<file path="src/rtl/mem_access_ctrl_if.sv">
// MEM-stage request/response bundle between the pipeline, the access controller and the data RAM.
// The master side issues requests and supplies RAM read data; the slave side is the controller.
interface mem_access_ctrl_if;
  logic        ReqValid;
  logic        ReqRW;
  logic [1:0]  ReqSize;
  logic        ReqSigned;
  logic [31:0] ReqAddr;
  logic [31:0] ReqData;
  logic        RamEnable;
  logic        RamRW;
  logic [1:0]  RamSize;
  logic [31:0] RamAddr;
  logic [31:0] RamDataOut;
  logic [31:0] RamDataIn;
  logic        Stall;
  logic        Done;
  logic [31:0] RdData;
  logic        AlignFault;

  modport master (
    output ReqValid, ReqRW, ReqSize, ReqSigned, ReqAddr, ReqData, RamDataIn,
    input  RamEnable, RamRW, RamSize, RamAddr, RamDataOut, Stall, Done, RdData, AlignFault
  );

  modport slave (
    input  ReqValid, ReqRW, ReqSize, ReqSigned, ReqAddr, ReqData, RamDataIn,
    output RamEnable, RamRW, RamSize, RamAddr, RamDataOut, Stall, Done, RdData, AlignFault
  );
endinterface

</file>
<file path="src/rtl/mem_access_ctrl.sv">
// Sequencing controller for the MEM-stage data RAM: validates one load/store at a time,
// holds the RAM lines for a fixed latency, extends load data and stalls the pipeline meanwhile.
module mem_access_ctrl #(
  parameter int WAIT_CYCLES = 1,
  parameter int MEM_BYTES   = 1024
) (
  input  logic             Clk,
  input  logic             ResetN,
  mem_access_ctrl_if.slave bus
);

  localparam int CNT_W = (WAIT_CYCLES > 0) ? $clog2(WAIT_CYCLES + 1) : 1;

  typedef enum logic [1:0] {
    S_IDLE   = 2'd0,
    S_ACCESS = 2'd1,
    S_DONE   = 2'd2,
    S_FAULT  = 2'd3
  } state_t;

  state_t             r_state;
  logic [CNT_W-1:0]   r_wait;
  logic               r_ram_en;
  logic               r_ram_rw;
  logic [1:0]         r_ram_size;
  logic [31:0]        r_ram_addr;
  logic [31:0]        r_ram_data;
  logic               r_signed;
  logic [31:0]        r_rd_data;
  logic               r_done;
  logic               r_align_fault;
  logic               w_fault;

  // Misaligned, reserved-size and out-of-range requests are all rejected without touching the RAM.
  function automatic logic f_fault(input logic [1:0] size, input logic [31:0] addr);
    logic bad;
    bad = 1'b0;
    if (size == 2'b11)                          bad = 1'b1;
    if ((size == 2'b10) && (addr[1:0] != 2'b00)) bad = 1'b1;
    if ((size == 2'b01) && addr[0])              bad = 1'b1;
    if (addr >= 32'(MEM_BYTES))                 bad = 1'b1;
    return bad;
  endfunction

  function automatic logic [31:0] f_extend(input logic [31:0] d, input logic [1:0] size,
                                           input logic sgn);
    logic [31:0] res;
    case (size)
      2'b00:   res = {{24{sgn & d[7]}},  d[7:0]};
      2'b01:   res = {{16{sgn & d[15]}}, d[15:0]};
      default: res = d;
    endcase
    return res;
  endfunction

  assign w_fault = f_fault(bus.ReqSize, bus.ReqAddr);

  // Stall is held low while in reset so a pending ReqValid cannot freeze the pipeline.
  assign bus.Stall = ResetN &&
                     (((r_state == S_IDLE) && bus.ReqValid) || (r_state == S_ACCESS));

  assign bus.RamEnable  = r_ram_en;
  assign bus.RamRW      = r_ram_rw;
  assign bus.RamSize    = r_ram_size;
  assign bus.RamAddr    = r_ram_addr;
  assign bus.RamDataOut = r_ram_data;
  assign bus.RdData     = r_rd_data;
  assign bus.Done       = r_done;
  assign bus.AlignFault = r_align_fault;

  always_ff @(posedge Clk or negedge ResetN) begin
    if (!ResetN) begin
      r_state       <= S_IDLE;
      r_wait        <= '0;
      r_ram_en      <= 1'b0;
      r_ram_rw      <= 1'b1;
      r_ram_size    <= 2'b00;
      r_ram_addr    <= '0;
      r_ram_data    <= '0;
      r_signed      <= 1'b0;
      r_rd_data     <= '0;
      r_done        <= 1'b0;
      r_align_fault <= 1'b0;
    end else begin
      r_done        <= 1'b0;
      r_align_fault <= 1'b0;
      case (r_state)
        S_IDLE: begin
          if (bus.ReqValid) begin
            if (w_fault) begin
              r_align_fault <= 1'b1;
              r_state       <= S_FAULT;
            end else begin
              r_ram_rw   <= bus.ReqRW;
              r_ram_size <= bus.ReqSize;
              r_signed   <= bus.ReqSigned;
              r_ram_addr <= bus.ReqAddr;
              r_ram_data <= bus.ReqData;
              r_wait     <= CNT_W'(WAIT_CYCLES);
              r_ram_en   <= 1'b1;
              r_state    <= S_ACCESS;
            end
          end
        end
        S_ACCESS: begin
          if (r_wait != '0) begin
            r_wait <= r_wait - CNT_W'(1);
          end else begin
            // Only loads update RdData; it then holds until the next load completes.
            if (r_ram_rw) begin
              r_rd_data <= f_extend(bus.RamDataIn, r_ram_size, r_signed);
            end
            r_ram_en <= 1'b0;
            r_done   <= 1'b1;
            r_state  <= S_DONE;
          end
        end
        S_DONE:  r_state <= S_IDLE;
        S_FAULT: r_state <= S_IDLE;
        default: r_state <= S_IDLE;
      endcase
    end
  end

endmodule

</file>
<file path="src/flat_wrapper.sv">
// flat-port wrapper written by rule: the top's interface ports become plain ports
module mem_access_ctrl_flat 
#(
  parameter int WAIT_CYCLES = 1,
  parameter int MEM_BYTES   = 1024
)
  (Clk, ResetN, bus_ReqValid, bus_ReqRW, bus_ReqSize, bus_ReqSigned, bus_ReqAddr, bus_ReqData, bus_RamDataIn, bus_RamEnable, bus_RamRW, bus_RamSize, bus_RamAddr, bus_RamDataOut, bus_Stall, bus_Done, bus_RdData, bus_AlignFault);
  mem_access_ctrl_if bus_i ();
  input  logic Clk;
  input  logic ResetN;
  input wire logic [$bits(bus_i.ReqValid)-1:0] bus_ReqValid;
  input wire logic [$bits(bus_i.ReqRW)-1:0] bus_ReqRW;
  input wire logic [$bits(bus_i.ReqSize)-1:0] bus_ReqSize;
  input wire logic [$bits(bus_i.ReqSigned)-1:0] bus_ReqSigned;
  input wire logic [$bits(bus_i.ReqAddr)-1:0] bus_ReqAddr;
  input wire logic [$bits(bus_i.ReqData)-1:0] bus_ReqData;
  input wire logic [$bits(bus_i.RamDataIn)-1:0] bus_RamDataIn;
  output wire logic [$bits(bus_i.RamEnable)-1:0] bus_RamEnable;
  output wire logic [$bits(bus_i.RamRW)-1:0] bus_RamRW;
  output wire logic [$bits(bus_i.RamSize)-1:0] bus_RamSize;
  output wire logic [$bits(bus_i.RamAddr)-1:0] bus_RamAddr;
  output wire logic [$bits(bus_i.RamDataOut)-1:0] bus_RamDataOut;
  output wire logic [$bits(bus_i.Stall)-1:0] bus_Stall;
  output wire logic [$bits(bus_i.Done)-1:0] bus_Done;
  output wire logic [$bits(bus_i.RdData)-1:0] bus_RdData;
  output wire logic [$bits(bus_i.AlignFault)-1:0] bus_AlignFault;
  assign bus_i.ReqValid = bus_ReqValid;
  assign bus_i.ReqRW = bus_ReqRW;
  assign bus_i.ReqSize = bus_ReqSize;
  assign bus_i.ReqSigned = bus_ReqSigned;
  assign bus_i.ReqAddr = bus_ReqAddr;
  assign bus_i.ReqData = bus_ReqData;
  assign bus_i.RamDataIn = bus_RamDataIn;
  assign bus_RamEnable = bus_i.RamEnable;
  assign bus_RamRW = bus_i.RamRW;
  assign bus_RamSize = bus_i.RamSize;
  assign bus_RamAddr = bus_i.RamAddr;
  assign bus_RamDataOut = bus_i.RamDataOut;
  assign bus_Stall = bus_i.Stall;
  assign bus_Done = bus_i.Done;
  assign bus_RdData = bus_i.RdData;
  assign bus_AlignFault = bus_i.AlignFault;
  mem_access_ctrl #(.WAIT_CYCLES(WAIT_CYCLES), .MEM_BYTES(MEM_BYTES)) u_core (.Clk(Clk), .ResetN(ResetN), .bus(bus_i));
endmodule
</file>
<file path="config.mk">
export PLATFORM = sky130hd
export DESIGN_NAME = mem_access_ctrl_flat
export DESIGN_NICKNAME = d
export VERILOG_FILES = /design/src/rtl/mem_access_ctrl_if.sv /design/src/rtl/mem_access_ctrl.sv /design/src/flat_wrapper.sv
export SDC_FILE = /design/constraint.sdc
export NUM_CORES = 1
export LEC_CHECK = 0
export BUFFER_PORTS_ARGS = -buffer_cell sky130_fd_sc_hd__buf_2
export CELL_PAD_IN_SITES_DETAIL_PLACEMENT = 0
export CELL_PAD_IN_SITES_GLOBAL_PLACEMENT = 2
export CORE_ASPECT_RATIO = 1.1
export CORE_MARGIN = 2
export CORE_UTILIZATION = 30
export DETAILED_ROUTE_END_ITERATION = 6
export MAX_ROUTING_LAYER = met4
export PLACE_DENSITY_LB_ADDON = 0.12
export REMOVE_ABC_BUFFERS = 1
export SLEW_MARGIN = 20
export SYNTH_ARGS = -nofsm -noshare
export SYNTH_HDL_FRONTEND = slang
export SYNTH_SLANG_ARGS = --single-unit
</file>
<file path="constraint.sdc">
create_clock -name Clk -period 4.7 [get_ports Clk]
set_input_delay 0.705 -clock Clk [delete_from_list [all_inputs] [get_ports Clk]]
set_output_delay 0.705 -clock Clk [all_outputs]
set_load 0.05 [all_outputs]
</file>
==> flow_summary.yaml, run 1 <==
floorplanning:
  dieArea_um2: 14420
  fp-row-count: 44
  die_y_um: 125.8
  fp.coreArea_um2: 13160
  floorplan.die.width_um: 114.7
  starting_utilization_of_the_core_area_pct: 30.72
  io_pins: 206
clock_tree:
  clkSinkCount: 106
  cts_buffer_depth: 2
  cts_hold_buffers: 0
  postCtsSetupBuffers: 0
  post_cts_resized: 0
  clk_root_buffer_cell: "clkbuf_16"
  h_tree_lvl_count: 3
  clk_lat_worst_skew_ns: 0.35
  clk_pin_slew_worst_paths_ns: 0.07
  cts_tree: "yes"
  cts_buffers: 9
drt:
  dr_total_vias: 3010
  dr.first_iter.drc_count: 120
  postRouteWirelength_um: 9793
  avgRoutedWirePerCell_um: 14.62
  antenna_violating_nets_post_route: 0
  drt-vias-per-instance: 4.493
  drt_drc_violations_left: 0
  detail_route.first_pass.iterations: 4
timing:
  worst-slew-pin-transition_ns: 0.9114
  final_hold_viol_count: 0
  fin_tns_setup_ns: 0
  layout_worst_path_cycle_share_pct: 52.91
  final-setup-viol-count: 0
  slew_viol_final: 0
  fin_hold_ws_ns: 0.3592
  rsz0062_at_grt: "false"
  rel_slew_slack_pct: 39.24
  final.setup_skew_ns: 0.005542
  finalCriticalPeriod_ns: 2.487
  achievable_clock_frequency_mhz: 402.1
placed_design:
  place.gp.congestion: 0.6811
  place.port_buffers: 205
  placement.cell_area_um2: 5182
  hpwl_um: 6751
  post-place-cells: 654
synth:
  yosysTopAreaCellShare_pct: 65.00
  yosysWarnings: 0
  synth.distinct_cells: 32
  syn_avg_cell_area_um2: 13.39
  mappedNetlistArea_um2: 4043
  netlist_instances: 302
  postSynthRegisterBits: 106
  cell_accounting_for_the_most_synthesized_area: "dfrtp_1"
  synth_sequential_area_ratio_pct: 65.65
  synthTopCellsByArea: "dfrtp_1, mux2_2, nor2b_1, nor2_1, a21oi_1"
cells_and_area:
  fin_nets: 607
  layout-area-overhead-vs-synth_pct: 35.93
  antenna_cells_inserted: 0
  nFillCells: 1322
  drive_above_1_share_pct: 55.01
  layout.cell_area.non_filler_um2: 5495
  layout.cells.most_common: "buf_2"
  count_of_placed_standard_cells_in_the_final_layout_fillers_left_out: 670
  mostFrequentLayoutCells: "buf_2, dfrtp_1, mux2_2, nor2_1, nor2b_1"
power:
  power_leakage_nw: 2.952
  cellPowerDensity_nw_per_um2: 337.3
  cell_internal_pwr_w: 0.001410
  clock_power_share_pct: 42.7
  swShare_pct: 23.95
  share_comb_of_total_power_pct: 6.8
  share_seq_of_total_power_pct: 50.4
  irDropWorstVdd_mv: 0.1555
  power.switching_w: 0.0004438
critical_path:
  crit_path_top_delay_cell: "buf_4"
  cp-end-kind: "flip-flop"
  critical_path.startpoint_type: "input pin"
  cp_num_buf_inv: 2
  cp_cell_sequence: "buf_2 > nor4_1 > nand4_1 > nor3_4 > buf_4 > mux2_2"
  cp_data_required_time_ns: 4.94
  critPathMaxStageDelay_ns: 0.64
  path_max_fanout: 69
  critical_path.top_delay_family: "simple AND/OR/NAND/NOR gates"
  critPathKind: "in -> reg"
  worst-endpoint-arrival_ns: 2.73
global_route:
  grtUsageTotal_pct: 14.40
  grt_pass1_wl_um: 15900
  global_route.overflow_total: 0
  number_of_global_route_vias_before_repair: 3189
  grt_max_degree: 70
  antenna_violations_before_repair: 0
outcome:
  outcome: "complete, no violations"
job:
  number_of_violations_of_the_max_capacitance_limit: 0
min_path:
  hold_wc_path_type: "in -> async"
## sequential cells by signal (all words and copies together), names as in the netlist
register and cells:
u_core.bus.RamSize 2, u_core.r_state 2, u_core.bus.RdData 32, u_core.bus.RamDataOut 32
u_core.bus.Done 1, u_core.bus.RamAddr 32, u_core.bus.RamEnable 1, u_core.bus.RamRW 1
u_core.r_signed 1, u_core.bus.AlignFault 1, u_core.r_wait 1
## cell type report
type | instances | area [µm²] | area share [%]
clock inverters | 6 | 73.82 | 1.343
clock buffers | 10 | 239.0 | 4.349
inverters | 2 | 7.507 | 0.1366
well taps | 161 | 201.4 | 3.666
flip-flops and latches | 106 | 2654 | 48.29
multi-input cells | 177 | 1269 | 23.09
repair buffers | 208 | 1051 | 19.13
## worst paths after layout
path	to	slack, ns	depth (start not counted)	startpoint
worst max-delay path	u_core.bus.RamDataOut[21]	2.21	6	bus_ReqAddr[17]
worst min-delay path	u_core.bus.RdData[10]	0.36	1	ResetN
worst max register to register	u_core.bus.RdData[24]	2.41	5	u_core.r_state[0]
worst min register to register	u_core.bus.RamDataOut[11]	0.49	1	u_core.bus.RamDataOut[11]
max in group asynchronous	u_core.bus.RdData[7]	3.11	2	ResetN
min in group Clk	u_core.bus.RamDataOut[11]	0.49	1	u_core.bus.RamDataOut[11]
## cells in the mapped netlist (all sizes together)
cell type and number:
o31a 1, nor4 5, and2 1, nor2 30, o21ai 8, o211ai 1
nand4 1, a31oi 8, clkbuf 6, nand3 1, dfstp 1, dfrtp 105
or2 1, buf 11, a2bb2oi 1, o21ba 1, inv 2, o32a 1
nor3b 1, mux2i 2, mux2 54, o211a 1, nor2b 22, nand2 16
a21oi 17, nor3 3, nand2b 1
## through the flow
step / utilization, % / power (W) / setup WS [ns]
after floorplan: - / 0.001005 / 1.350
final: 41.76 / 0.001853 / 2.213
after CTS: 41.76 / 0.001883 / 2.194
after global placement: 39.39 / 0.001082 / 1.887
after global routing: 41.76 / 0.001932 / 2.010
after detailed placement: 39.39 / 0.001083 / 1.815
## layer usage
layer  vias to the layer above  routed length, µm  global-route usage, %
met2                       118               4395                  21.51
met1                      1445               4576                  19.18
met3                        10                646                  3.224
met5                         -                  0                      -
met4                         0                175                  5.380
li1                       1437                  -                      -
## logic make-up (layout without fill, tap and decap cells)
family,Yosys count,after routing,share of synthesized area [%]
multiplexers,56,56,15.54
flip-flops,106,106,65.65
buffers and inverters,19,226,2.971
AND/OR/NAND/NOR,82,82,10.15
AO/OA/AOI/OAI,39,39,5.695
## worst reg2reg max path, delay by kind of cell (launching register included)
kind | cells | cell delay (ns)
buf+inv | 1 | 0.38
simple gates | 2 | 0.49
compound gates | 2 | 0.82
flops | 1 | 0.46
## power by group through the flow
| stage | logic (W) | clock network [W] | registers, W |
|---|---|---|---|
| after detailed placement | 0.000130 | 0 | 0.000952 |
| after floorplan | 0.0000346 | 0 | 0.000970 |
| final | 0.000126 | 0.000792 | 0.000935 |
| after CTS | 0.000130 | 0.000818 | 0.000935 |
| after global routing | 0.000141 | 0.000854 | 0.000937 |
| after global placement | 0.000130 | 0 | 0.000953 |
(Power assumes the default switching activity.)
==> run 2, diff against run 1 <==
- CORE_UTILIZATION: 30 -> 28
- clock period: 4.7 -> 2.4 ns (I/O delays scaled with it)
==> flow_summary.yaml, run 2 (synthesized netlist as in run 1, its figures left out) <==
timing:
  final-setup-viol-count: 0
  achievable_clock_frequency_mhz: 527.0
  rel_slew_slack_pct: 50.32
  final_hold_viol_count: 0
  worst-slew-pin-transition_ns: 0.7453
  layout_worst_path_cycle_share_pct: 79.07
  finalCriticalPeriod_ns: 1.898
  fin_tns_setup_ns: 0
  final.setup_skew_ns: 0.007438
  rsz0062_at_grt: "false"
  slew_viol_final: 0
critical_path:
  setup.worst_path.end: "u_core.bus.RamAddr[8]"
  reg2regPathDepth: 5
  critical_path.startpoint_type: "flip-flop"
  critPathKind: "reg -> reg"
  worst-endpoint-arrival_ns: 2.13
  cp_data_required_time_ns: 2.63
  worst-r2r-setup-slack_ns: 0.50
  path_max_fanout: 49
  cp-end-kind: "flip-flop"
  r2r-end: "u_core.bus.RamAddr[8]"
  r2r_start: "u_core.r_state[1]"
  crit_path_from: "u_core.r_state[1]"
clock_tree:
  h_tree_lvl_count: 3
  cts_buffer_depth: 2
  clk_pin_slew_worst_paths_ns: 0.07
  clk_lat_worst_skew_ns: 0.35
  postCtsSetupBuffers: 0
  cts_tree: "yes"
  clk_root_buffer_cell: "clkbuf_16"
  clkSinkCount: 106
  cts_buffers: 9
cells_and_area:
  layout.cells.most_common: "buf_2"
  mostFrequentLayoutCells: "buf_2, dfrtp_1, mux2_2, nor2_1, nor2b_1"
  fin_nets: 613
  count_of_placed_standard_cells_in_the_final_layout_fillers_left_out: 707
  drive_above_1_share_pct: 55.34
  antenna_cells_inserted: 0
  layout.cell_area.non_filler_um2: 5572
  nFillCells: 1476
  layout-area-overhead-vs-synth_pct: 37.82
  postLayoutCoreUtil_pct: 39.03
placed_design:
  hpwl_um: 7268
  placement.cell_area_um2: 5271
  place.gp.congestion: 0.7084
  post-place-cells: 690
  place.port_buffers: 205
drt:
  drt-vias-per-instance: 4.291
  dr.first_iter.drc_count: 159
  detail_route.first_pass.iterations: 4
  dr_wl_met2_um: 4530
  dr_total_vias: 3034
  route.top_layer_used: "met4"
  postRouteWirelength_um: 10160
  drt-met1-wl_um: 4781
  drt_drc_violations_left: 0
  antenna_violating_nets_post_route: 0
  route.met3.wl_um: 740
  avgRoutedWirePerCell_um: 14.38
floorplanning:
  dieArea_um2: 15420
  io_pins: 206
  starting_utilization_of_the_core_area_pct: 28.32
  floorplan.die.width_um: 118.6
  die_y_um: 130.0
  fp-row-count: 46
  fp.coreArea_um2: 14270
global_route:
  antenna_violations_before_repair: 0
  grtUsageTotal_pct: 13.63
  global_route.overflow_total: 0
  grt_pass1_wl_um: 15910
  number_of_global_route_vias_before_repair: 3083
  grt_max_degree: 60
power:
  cellPowerDensity_nw_per_um2: 632.6
  irDropWorstVdd_mv: 0.2919
  power_leakage_nw: 2.977
  total_power_w: 0.003525
min_path:
  hold_wc_path_type: "in -> reg"
job:
  number_of_violations_of_the_max_capacitance_limit: 0
outcome:
  outcome: "complete, no violations"
run 2: worst max-delay path, cell delays in order, from the launching register on:
cell and delay (ns):
dfrtp_1 0.41, nand2b_1 0.18, or2_2 0.32, nor3_4 0.19, buf_12 0.28, mux2_2 0.37
run 2: layer usage:
metal | track usage [%] | vias to the layer above
li1 | - | 1446
met5 | - | -
met1 | 18.30 | 1451
met3 | 4.108 | 12
met2 | 19.41 | 125
met4 | 5.182 | 0
run 2: worst min path at each step:
stage                     slack, ns                   endpoint  depth (start not counted)             from
after floorplan                0.06      u_core.bus.AlignFault                          0           ResetN
after global placement         0.16      u_core.bus.RdData[11]                          1           ResetN
after detailed placement       0.16      u_core.bus.RdData[11]                          1           ResetN
after CTS                      0.21  u_core.bus.RamDataOut[23]                          2  bus_ReqData[23]
after global routing           0.22  u_core.bus.RamDataOut[16]                          2  bus_ReqData[16]
final                          0.23  u_core.bus.RamDataOut[11]                          2  bus_ReqData[11]
run 2: what timing repair did:
item | in CTS | in global routing
endpoints found under the setup margin | 0 | 0
endpoints found under the hold margin | 1 | 0
hold buffers | 1 | 0
gates resized for setup | 0 | 0
run 2: where the power goes:
group          internal, W  switching (W)  leakage, nW  total (W)
Clock             0.000765       0.000679        0.138    0.00144
Sequential         0.00181      0.0000210         1.35    0.00183
Combinational     0.000103       0.000148         1.49   0.000251
run 2: layout make-up:
class                           instances  area, µm²  share of cell area [%]
Clock buffer                           11      252.7                   4.536
Clock inverter                          5      37.54                  0.6737
Inverter                                2      7.507                  0.1347
Multi-Input combinational cell        177       1269                   22.77
Sequential cell                       106       2654                   47.63
Tap cell                              192      240.2                   4.312
Timing Repair Buffer                  214       1111                   19.94
run 2: per-stage QoR:
step                      setup slack [ns]  hold slack [ns]
after CTS                           0.4829           0.2114
after global placement              0.2550           0.1632
after global routing                0.3852           0.2185
after detailed placement            0.2060           0.1612
final                               0.5023           0.2322
after floorplan                    -0.6046          0.06441
==> run 3, diff against run 2 <==
- CORE_UTILIZATION: 28 -> 25
- clock period: 2.4 -> 1.7 ns (I/O delays scaled with it)
==> flow_summary.yaml, run 3 (synthesized netlist as in run 1, its figures left out) <==
timing:
  rel_slew_slack_pct: 60.09
  fin_hold_ws_ns: -0.007035
  final.setup_skew_ns: 0.004091
  slew_viol_final: 0
  final-setup-viol-count: 14
  layout_worst_path_cycle_share_pct: 102.2
  achievable_clock_frequency_mhz: 575.8
  finalCriticalPeriod_ns: 1.737
  worst-slew-pin-transition_ns: 0.5986
  rsz0062_at_grt: "true"
  final_hold_viol_count: 6
  final_setup_margin_ns: -0.03661
cells_and_area:
  multi_input_area_um2: 1348
  layout.cells.most_common: "buf_2"
  mostFrequentLayoutCells: "buf_2, dfrtp_1, mux2_2, nor2_1, nor2b_1"
  layout-area-overhead-vs-synth_pct: 48.99
  fin_nets: 633
  seqCellArea_um2: 2654
  antenna_cells_inserted: 0
  count_of_placed_standard_cells_in_the_final_layout_fillers_left_out: 735
  drive_above_1_share_pct: 57.76
  nFillCells: 1563
drt:
  drt_drc_violations_left: 0
  dr_total_vias: 3105
  dr.first_iter.drc_count: 102
  drt-vias-per-instance: 4.224
  postRouteWirelength_um: 10930
  detail_route.first_pass.iterations: 4
  antenna_violating_nets_post_route: 0
  avgRoutedWirePerCell_um: 14.87
outcome:
  violations: "negative hold slack, negative setup slack"
  outcome: "finished with violations"
clock_tree:
  cts_buffer_depth: 2
  clk_root_buffer_cell: "clkbuf_16"
  clkSinkCount: 106
  h_tree_lvl_count: 3
  cts_buffers: 9
  clk_lat_worst_skew_ns: 0.35
  cts_hold_buffers: 0
  cts_tree: "yes"
  clk_pin_slew_worst_paths_ns: 0.08
floorplanning:
  fp-row-count: 48
  fp.coreArea_um2: 15740
  dieArea_um2: 17200
  io_pins: 206
  floorplan.die.width_um: 125.2
  die_y_um: 137.4
  starting_utilization_of_the_core_area_pct: 25.69
critical_path:
  worst-endpoint-arrival_ns: 1.98
  path_max_fanout: 7
  cp_cell_sequence: "nand2b_4 > or2_4 > nor3_4 > buf_12 > buf_8 > buf_12 > mux2_2"
  critical_path.startpoint_type: "flip-flop"
  crit_path_top_delay_cell: "dfrtp_1"
  cp-end-kind: "flip-flop"
  worst_path_most_repeated_cell: "buf_12"
  critical_path.top_delay_family: "simple AND/OR/NAND/NOR gates"
  worst-r2r-setup-slack_ns: -0.04
  r2r_start: "u_core.r_state[1]"
  critPathKind: "reg -> reg"
  cp_num_buf_inv: 3
  reg2regPathDepth: 7
  r2r-end: "u_core.bus.RamDataOut[25]"
  critPathMaxStageDelay_ns: 0.38
  cp_data_required_time_ns: 1.94
global_route:
  grt_pass1_wl_um: 16730
  grt_max_degree: 107
  grtUsageTotal_pct: 12.70
  antenna_violations_before_repair: 0
  number_of_global_route_vias_before_repair: 3142
  global_route.overflow_total: 0
power:
  clock_power_share_pct: 45.2
  swShare_pct: 23.27
  share_comb_of_total_power_pct: 8.4
  cell_internal_pwr_w: 0.004240
  power.switching_w: 0.001286
  share_seq_of_total_power_pct: 46.4
  cellPowerDensity_nw_per_um2: 917.4
  power_leakage_nw: 3.176
  irDropWorstVdd_mv: 0.3698
min_path:
  hold_wc_path_type: "in -> async"
placed_design:
  place.gp.congestion: 0.7695
  place.port_buffers: 205
  hpwl_um: 7401
  post-place-ws_ns: -0.2761
  post-place-cells: 710
job:
  number_of_violations_of_the_max_capacitance_limit: 0
[run 3: cell type report]
class	instances	share of cell area, %
clock buffer	9	3.739
sequential	106	44.06
clock inverter	7	2.160
multi-input combinational	177	22.37
tap	200	4.155
timing repair buffer	234	23.39
inverter	2	0.1246
[run 3: worst max path at each step]
stage	from	end	slack [ns]	cells past startpoint
6_report	u_core.r_state[1]	u_core.bus.RamDataOut[25]	-0.04	7
5_1_grt	u_core.r_state[1]	u_core.bus.RamDataOut[25]	-0.1	7
4_1_cts	u_core.r_state[1]	u_core.bus.RamDataOut[29]	-0.08	6
3_5_place_dp	bus_ReqAddr[12]	u_core.bus.RamDataOut[21]	-0.28	6
3_3_place_gp	bus_ReqAddr[24]	u_core.bus.RamDataOut[25]	-0.27	6
2_1_floorplan	u_core.r_state[1]	u_core.bus.RamSize[1]	-1.21	4
[run 3: power groups by stage]
stage	sequential, W	combinational, W	clock (W)
2_1_floorplan	0.00268	0.0000956	0
3_3_place_gp	0.00261	0.000440	0
3_5_place_dp	0.00261	0.000445	0
4_1_cts	0.00257	0.000462	0.00258
5_1_grt	0.00257	0.000508	0.00267
6_report	0.00256	0.000462	0.00250
[run 3: worst reg2reg max path, delay by kind of cell (launching register included)]
| kind | cells | cell delay [ns] |
|---|---|---|
| AND/OR/NAND/NOR | 3 | 0.53 |
| flip-flops | 1 | 0.38 |
| buffers and inverters | 3 | 0.38 |
| multiplexers | 1 | 0.34 |
[run 3: timing repair]
item / CTS / global route
endpoints found under the setup margin: 46 / 60
gates cloned: 1 / 2
pin swaps: 0 / 1
resized for setup: 11 / 13
endpoints found under the hold margin: 0 / 0
setup buffers: 2 / 4
[run 3: metal layers]
metal | global-route usage (%) | part of all wire [%]
met5 | - | 0
met4 | 4.815 | 1.4
met3 | 3.495 | 6.9
met2 | 19.20 | 46
met1 | 16.39 | 45
[run 3: through the flow]
step / area [µm²] / setup TNS, ns / power (W) / hold WS (ns) / util, %
after CTS: 5893 / -1.216 / 0.005607 / 0.03360 / 37.45
final: 6023 / -0.2678 / 0.005526 / -0.007035 / 38.28
after global routing: 6023 / -2.261 / 0.005748 / 0.06367 / 38.28
after floorplan: 3930 / -90.17 / 0.002777 / -0.04059 / -
after detailed placement: 5434 / -13.99 / 0.003059 / 0.4176 / 34.53
after global placement: 5434 / -13.98 / 0.003054 / 0.4231 / 34.53
